--- src/rtl/lzd_norm_pipe_if.sv ---
// rtl/lzd_norm_pipe_if.sv - input/output beat bundle for the normalising leading-digit detector
interface lzd_norm_pipe_if #(
  parameter int W    = 32,
  parameter int TAGW = 4
);
  localparam int CW = $clog2(W);

  logic            in_valid;
  logic            in_ready;
  logic [W-1:0]    in_data;
  logic            in_mode;
  logic [CW-1:0]   in_lim;
  logic [TAGW-1:0] in_tag;

  logic            out_valid;
  logic            out_ready;
  logic [W-1:0]    out_norm;
  logic [CW-1:0]   out_cnt;
  logic            out_none;
  logic            out_clamp;
  logic [TAGW-1:0] out_tag;

  modport master (
    output in_valid, in_data, in_mode, in_lim, in_tag, out_ready,
    input  in_ready, out_valid, out_norm, out_cnt, out_none, out_clamp, out_tag
  );

  modport slave (
    input  in_valid, in_data, in_mode, in_lim, in_tag, out_ready,
    output in_ready, out_valid, out_norm, out_cnt, out_none, out_clamp, out_tag
  );
endinterface

--- src/rtl/lzd_norm_pipe.sv ---
// rtl/lzd_norm_pipe.sv - 3-stage leading-one/leading-sign detector with clamped normalising shift
module lzd_norm_pipe #(
  parameter int W    = 32,
  parameter int TAGW = 4
) (
  input  logic               clk,
  input  logic               rst,
  lzd_norm_pipe_if.slave     bus
);
  localparam int CW = $clog2(W);

  // Log2(W) levels of 2:1 priority merges; the upper half wins, else the lower
  // half's count is offset by the half width. Result is {none, distance}.
  function automatic logic [CW:0] lzc(input logic [W-1:0] t);
    logic [W-1:0]  v;
    logic [CW-1:0] c [W];
    logic [CW-1:0] c_m;
    logic          v_m;
    v = t;
    for (int i = 0; i < W; i++) c[i] = '0;
    for (int k = 0; k < CW; k++) begin
      for (int g = 0; g < (W >> (k + 1)); g++) begin
        v_m  = v[2*g+1] | v[2*g];
        c_m  = v[2*g+1] ? c[2*g+1] : (c[2*g] | (CW'(1) << k));
        v[g] = v_m;
        c[g] = c_m;
      end
    end
    return {~v[0], (v[0] ? c[0] : '0)};
  endfunction

  logic adv;
  assign adv          = !bus.out_valid || bus.out_ready;
  assign bus.in_ready = adv;

  logic [W-1:0] t_in;
  always_comb begin
    t_in = bus.in_data;
    if (bus.in_mode) t_in = {bus.in_data[W-1:1] ^ bus.in_data[W-2:0], 1'b0};
  end

  logic            s1_valid;
  logic [W-1:0]    s1_data;
  logic [W-1:0]    s1_t;
  logic [CW-1:0]   s1_lim;
  logic [TAGW-1:0] s1_tag;

  always_ff @(posedge clk or posedge rst) begin
    if (rst) begin
      s1_valid <= 1'b0;
      s1_data  <= '0;
      s1_t     <= '0;
      s1_lim   <= '0;
      s1_tag   <= '0;
    end else if (adv) begin
      s1_valid <= bus.in_valid;
      s1_data  <= bus.in_data;
      s1_t     <= t_in;
      s1_lim   <= bus.in_lim;
      s1_tag   <= bus.in_tag;
    end
  end

  logic [CW:0]   det;
  logic          d_none;
  logic [CW-1:0] d_raw;
  logic          d_clamp;
  logic [CW-1:0] d_cnt;

  always_comb begin
    det     = lzc(s1_t);
    d_none  = det[CW];
    d_raw   = det[CW-1:0];
    d_clamp = !d_none && (d_raw > s1_lim);
    d_cnt   = d_clamp ? s1_lim : d_raw;
  end

  logic            s2_valid;
  logic [W-1:0]    s2_data;
  logic [CW-1:0]   s2_cnt;
  logic            s2_none;
  logic            s2_clamp;
  logic [TAGW-1:0] s2_tag;

  always_ff @(posedge clk or posedge rst) begin
    if (rst) begin
      s2_valid <= 1'b0;
      s2_data  <= '0;
      s2_cnt   <= '0;
      s2_none  <= 1'b0;
      s2_clamp <= 1'b0;
      s2_tag   <= '0;
    end else if (adv) begin
      s2_valid <= s1_valid;
      s2_data  <= s1_data;
      s2_cnt   <= d_cnt;
      s2_none  <= d_none;
      s2_clamp <= d_clamp;
      s2_tag   <= s1_tag;
    end
  end

  logic            s3_valid;
  logic [W-1:0]    s3_norm;
  logic [CW-1:0]   s3_cnt;
  logic            s3_none;
  logic            s3_clamp;
  logic [TAGW-1:0] s3_tag;

  always_ff @(posedge clk or posedge rst) begin
    if (rst) begin
      s3_valid <= 1'b0;
      s3_norm  <= '0;
      s3_cnt   <= '0;
      s3_none  <= 1'b0;
      s3_clamp <= 1'b0;
      s3_tag   <= '0;
    end else if (adv) begin
      s3_valid <= s2_valid;
      s3_norm  <= s2_data << s2_cnt;
      s3_cnt   <= s2_cnt;
      s3_none  <= s2_none;
      s3_clamp <= s2_clamp;
      s3_tag   <= s2_tag;
    end
  end

  assign bus.out_valid = s3_valid;
  assign bus.out_norm  = s3_norm;
  assign bus.out_cnt   = s3_cnt;
  assign bus.out_none  = s3_none;
  assign bus.out_clamp = s3_clamp;
  assign bus.out_tag   = s3_tag;
endmodule
--- src/flat_wrapper.sv ---
// flat-port wrapper written by rule: the top's interface ports become plain ports
module lzd_norm_pipe_flat 
#(
  parameter int W    = 32,
  parameter int TAGW = 4
)
  (clk, rst, bus_in_valid, bus_in_data, bus_in_mode, bus_in_lim, bus_in_tag, bus_out_ready, bus_in_ready, bus_out_valid, bus_out_norm, bus_out_cnt, bus_out_none, bus_out_clamp, bus_out_tag);
  lzd_norm_pipe_if #(.W(W), .TAGW(TAGW)) bus_i ();
  input  logic clk;
  input  logic rst;
  input wire logic [$bits(bus_i.in_valid)-1:0] bus_in_valid;
  input wire logic [$bits(bus_i.in_data)-1:0] bus_in_data;
  input wire logic [$bits(bus_i.in_mode)-1:0] bus_in_mode;
  input wire logic [$bits(bus_i.in_lim)-1:0] bus_in_lim;
  input wire logic [$bits(bus_i.in_tag)-1:0] bus_in_tag;
  input wire logic [$bits(bus_i.out_ready)-1:0] bus_out_ready;
  output wire logic [$bits(bus_i.in_ready)-1:0] bus_in_ready;
  output wire logic [$bits(bus_i.out_valid)-1:0] bus_out_valid;
  output wire logic [$bits(bus_i.out_norm)-1:0] bus_out_norm;
  output wire logic [$bits(bus_i.out_cnt)-1:0] bus_out_cnt;
  output wire logic [$bits(bus_i.out_none)-1:0] bus_out_none;
  output wire logic [$bits(bus_i.out_clamp)-1:0] bus_out_clamp;
  output wire logic [$bits(bus_i.out_tag)-1:0] bus_out_tag;
  assign bus_i.in_valid = bus_in_valid;
  assign bus_i.in_data = bus_in_data;
  assign bus_i.in_mode = bus_in_mode;
  assign bus_i.in_lim = bus_in_lim;
  assign bus_i.in_tag = bus_in_tag;
  assign bus_i.out_ready = bus_out_ready;
  assign bus_in_ready = bus_i.in_ready;
  assign bus_out_valid = bus_i.out_valid;
  assign bus_out_norm = bus_i.out_norm;
  assign bus_out_cnt = bus_i.out_cnt;
  assign bus_out_none = bus_i.out_none;
  assign bus_out_clamp = bus_i.out_clamp;
  assign bus_out_tag = bus_i.out_tag;
  lzd_norm_pipe #(.W(W), .TAGW(TAGW)) u_core (.clk(clk), .rst(rst), .bus(bus_i));
endmodule
--- config.mk ---
export PLATFORM = sky130hd
export DESIGN_NAME = lzd_norm_pipe_flat
export DESIGN_NICKNAME = d
export VERILOG_FILES = /design/src/rtl/lzd_norm_pipe_if.sv /design/src/rtl/lzd_norm_pipe.sv /design/src/flat_wrapper.sv
export SDC_FILE = /design/constraint.sdc
export NUM_CORES = 1
export LEC_CHECK = 0
export BUFFER_PORTS_ARGS = -buffer_cell sky130_fd_sc_hd__buf_2
export CAP_MARGIN = 20
export CORE_ASPECT_RATIO = 0.6
export CORE_MARGIN = 2
export CORE_UTILIZATION = 64
export DETAILED_ROUTE_END_ITERATION = 10
export PLACE_DENSITY = 0.93
export REMOVE_ABC_BUFFERS = 1
export SLEW_MARGIN = 10
export SYNTH_ARGS = -nofsm -noshare
export SYNTH_HDL_FRONTEND = slang
export SYNTH_SLANG_ARGS = --single-unit
--- constraint.sdc ---
create_clock -name clk -period 16.5 [get_ports clk]
set_clock_uncertainty 0.05 [all_clocks]
set_input_delay 4.95 -clock clk [delete_from_list [all_inputs] [get_ports clk]]
set_output_delay 4.95 -clock clk [all_outputs]
set_load 0.03 [all_outputs]
==> metrics.md <==
| Metric | Value |
|---|---|
| Crit Path Category | input port to output pin |
| ANT cells | 0 |
| Period utilization | 70.6% |
| Type of destination of the critical path | output pin |
| DRT Wirelength | 21800 um |
| WL/cell | 18.1 um |
| I/O pin cnt | 91 |
| Clk buf depth | 2 |
| Dominant cells by area after synthesis | dfrtp_1, nand2_1, mux2i_1, o21ai_0, mux4_2 |
| Fmax | 85.8 MHz |
| Synth area leader | dfrtp_1 |
| Crit path cell chain | buf_2 -> nor2b_4 -> buf_4 -> clkinv_2 -> buf_2 |
| Syn. warnings | 0 |
| Hold_ws | 413 ps |
| CP arrival | 6650 ps |
| Global placement routability congestion | 0.919 |
| Rel. slew slack | approximately 37% |
| Post-DP HPWL | between 10000 and 15000 um |
| Wire length of the first global-routing pass | 36000 um |
| Crit start category | input port |
| Power Dens Cells | 199 nW/um2 |
| Die Width | 152 um |
| Pin count of the biggest net entering global routing | between 90 and 100 |
| Total power | 1.89 mW |
| Top_reg_cell synth | dfrtp_1 |
| Fin crit period | 11650 ps |
| Slowest-stage cell, CP | clkinv_2 |
| Uppermost routed layer | met4 |
| RSZ-0062 raised after global routing | no |
| Pre-CTS WS | 4900 ps |
| Syn_area_per_cell | 8.77 um2 |
| Hold-fix buffers, CTS | 0 |
| Die area | 14200 um2 |
| Setup Fix Bufs, Post-CTS | 0 |
| Cell variety after synth | 63 |
| Mapped Area | 8460 um2 |
| Inst Count DP | roughly 1200 |
| Area delta synth->final | 12.5% |
| Final setup margin | 4850 ps |
| Top-count cell post-synth | nand2_1 |
| Post-DP Area | roughly 8900 um2 |
| Cells after synthesis | 965 |
| Core ar. | 12900 um2 |
| Clk slew on worst S/H paths | ~70 ps |
| CTS tree | done |
| Die height | just over 90 um |
| Final std cells w/o fill | 1207 |
| Drt initial violations | roughly 950 |
| Clk Latency, worst-skew pair | 440 ps |
| Core Rows | 32 |
| Sink Count | about 160 |
| M1 WL | 9190 um |
| Post-synth EDFFs | 0 |
| CTS Buf Count | 17 |
| Buffers on Ports | 90 |
| Max-Cap Viols | 0 |
| Crit path largest cell delay | 590 ps |
| Status | finished, final reports clean |
| Fin. max-slew vios | 0 |
| CP Max Fanout | 66 |
| Fin nets | around 1100 |
| Initial antenna violation count | 0 |
| Setup violators final | 0 |
| FFs w/ async S/R, synth | between 90% and 100% |
| Clock root buffer | clkbuf_16 |
| Initial Utilization | about 66% |
| Bufs and invs on worst path | 4 |
| Met2 Wirelength | 9830 um |
| Worst endpoint required time | 11500 ps |
| Drt drc | 0 |
| Most instantiated cells after synthesis | nand2_1, dfrtp_1, o21ai_0, nor2_1, clkbuf_1 |
| Max VDD drop | 0.0875 mV |
| Final Cell Area | around 9500 um2 |
| Pleak | 4.65 nW |
| Share of cells above drive strength 1 | 16.5% |
| Met3 wire length | 2190 um |
| Top-area cell type share of the netlist area | between 40% and 50% |
| Vias | 7427 |
| Top Family by Delay on Critical Path | buffers and inverters |
| Flops & latches, synth | approximately 160 |
| Grt ovf | 0 |
| Worst slew pin tran | just over 900 ps |
| Hold Crit Class | flip-flop to flip-flop |
| Post-synthesis sequential area ratio | a little under half |
| ANT nets after route | 0 |
| All-Layer GR Usage | 32.2% |
| CP dominant cell by count | buf_2 |
| PostCTS Resize Cnt | 0 |
| Final Hold Fails | 0 |
| First-pass iteration count of the detailed router | 6 |
| Vias in the first global route | slightly above 7000 |
| H-tree levels | 4 |
| Via density | roughly 6.2 |
[worst reg2reg max path: stages, from the launching register on]
cell     delay, ps
dfrtp_1        390
nor4_1         810
nand2_1        340
a31oi_1        240
o41ai_1        140
a21oi_1        300
nor2b_1         90
ha_1           310
nor2b_1        160
o21ai_0         90
a32o_1         260
nor3_1         490
a22oi_1        170
o21ai_1        140
[worst paths after layout]
path,endpoint,start,depth (start not counted),slack [ps]
setup / recovery,bus_in_ready,bus_out_ready,5,4850
hold / removal,u_core.bus.out_none,u_core.bus.out_none,2,410
setup reg to reg,u_core.s2_cnt[1],u_core.s1_t[8],13,12460
hold reg to reg,u_core.bus.out_none,u_core.bus.out_none,2,410
max in group asynchronous,u_core.s2_data[31],rst,3,10360
min in group asynchronous,u_core.bus.out_valid,rst,2,4630
[logic make-up (layout without fill, tap and decap cells)]
family,after synthesis,count (layout),share of synthesized area (%)
fa+ha+maj,5,5,0.739
mux,65,65,10.2
flops,162,162,47.9
buf+inv,78,150,4.02
simple gates,463,463,22.1
xor+xnor,31,31,3.21
compound gates,161,161,11.9
[final cells by class]
cell class,count,area (um2)
sequential,162,4050
timing repair buffer,99,518
clock inverter,14,143
inverter,19,77.6
multi-input combinational,725,4080
tap,170,213
fill,942,3370
clock buffer,18,439
[routing by layer]
metal,up-vias,global-route usage (%)
met3,76,8.67
li1,3359,-
met2,426,49.1
met1,3566,45.2
met5,-,0
met4,0,11.1
[placed cells by master (no fill, tap or decap), drive strengths merged, types with 14 or more instances in the layout]
cell type / count
nand2: 365
clkbuf: 18
mux2: 21
o21ai: 68
xor2: 31
inv: 25
nor3: 14
a21oi: 28
mux4: 14
mux2i: 30
buf: 99
dfrtp: 162
nor2: 48
[through the flow]
stage | TNS (ps) | util, %
final | 0 | 73.9
after global placement | 0 | 69.3
after CTS | 0 | 73.9
after global routing | 0 | 73.9
after detailed placement | 0 | 69.3
after floorplan | -29810 | -
[report_power, final]
part,switching (mW),internal [mW],total (mW)
combinational,0.536,0.311,0.847
clock,0.182,0.217,0.398
sequential,0.116,0.533,0.649
[sequential cells by signal (all words and copies together), names as in the netlist]
name                  count
u_core.bus.out_clamp      1
u_core.bus.out_cnt        5
u_core.bus.out_none       1
u_core.bus.out_norm      32
u_core.bus.out_tag        4
u_core.bus.out_valid      1
u_core.s1_data           32
u_core.s1_lim             5
u_core.s1_t              32
u_core.s1_tag             4
u_core.s1_valid           1
u_core.s2_clamp           1
u_core.s2_cnt             5
u_core.s2_data           32
u_core.s2_none            1
u_core.s2_tag             4
u_core.s2_valid           1
(Power assumes the default switching activity.)
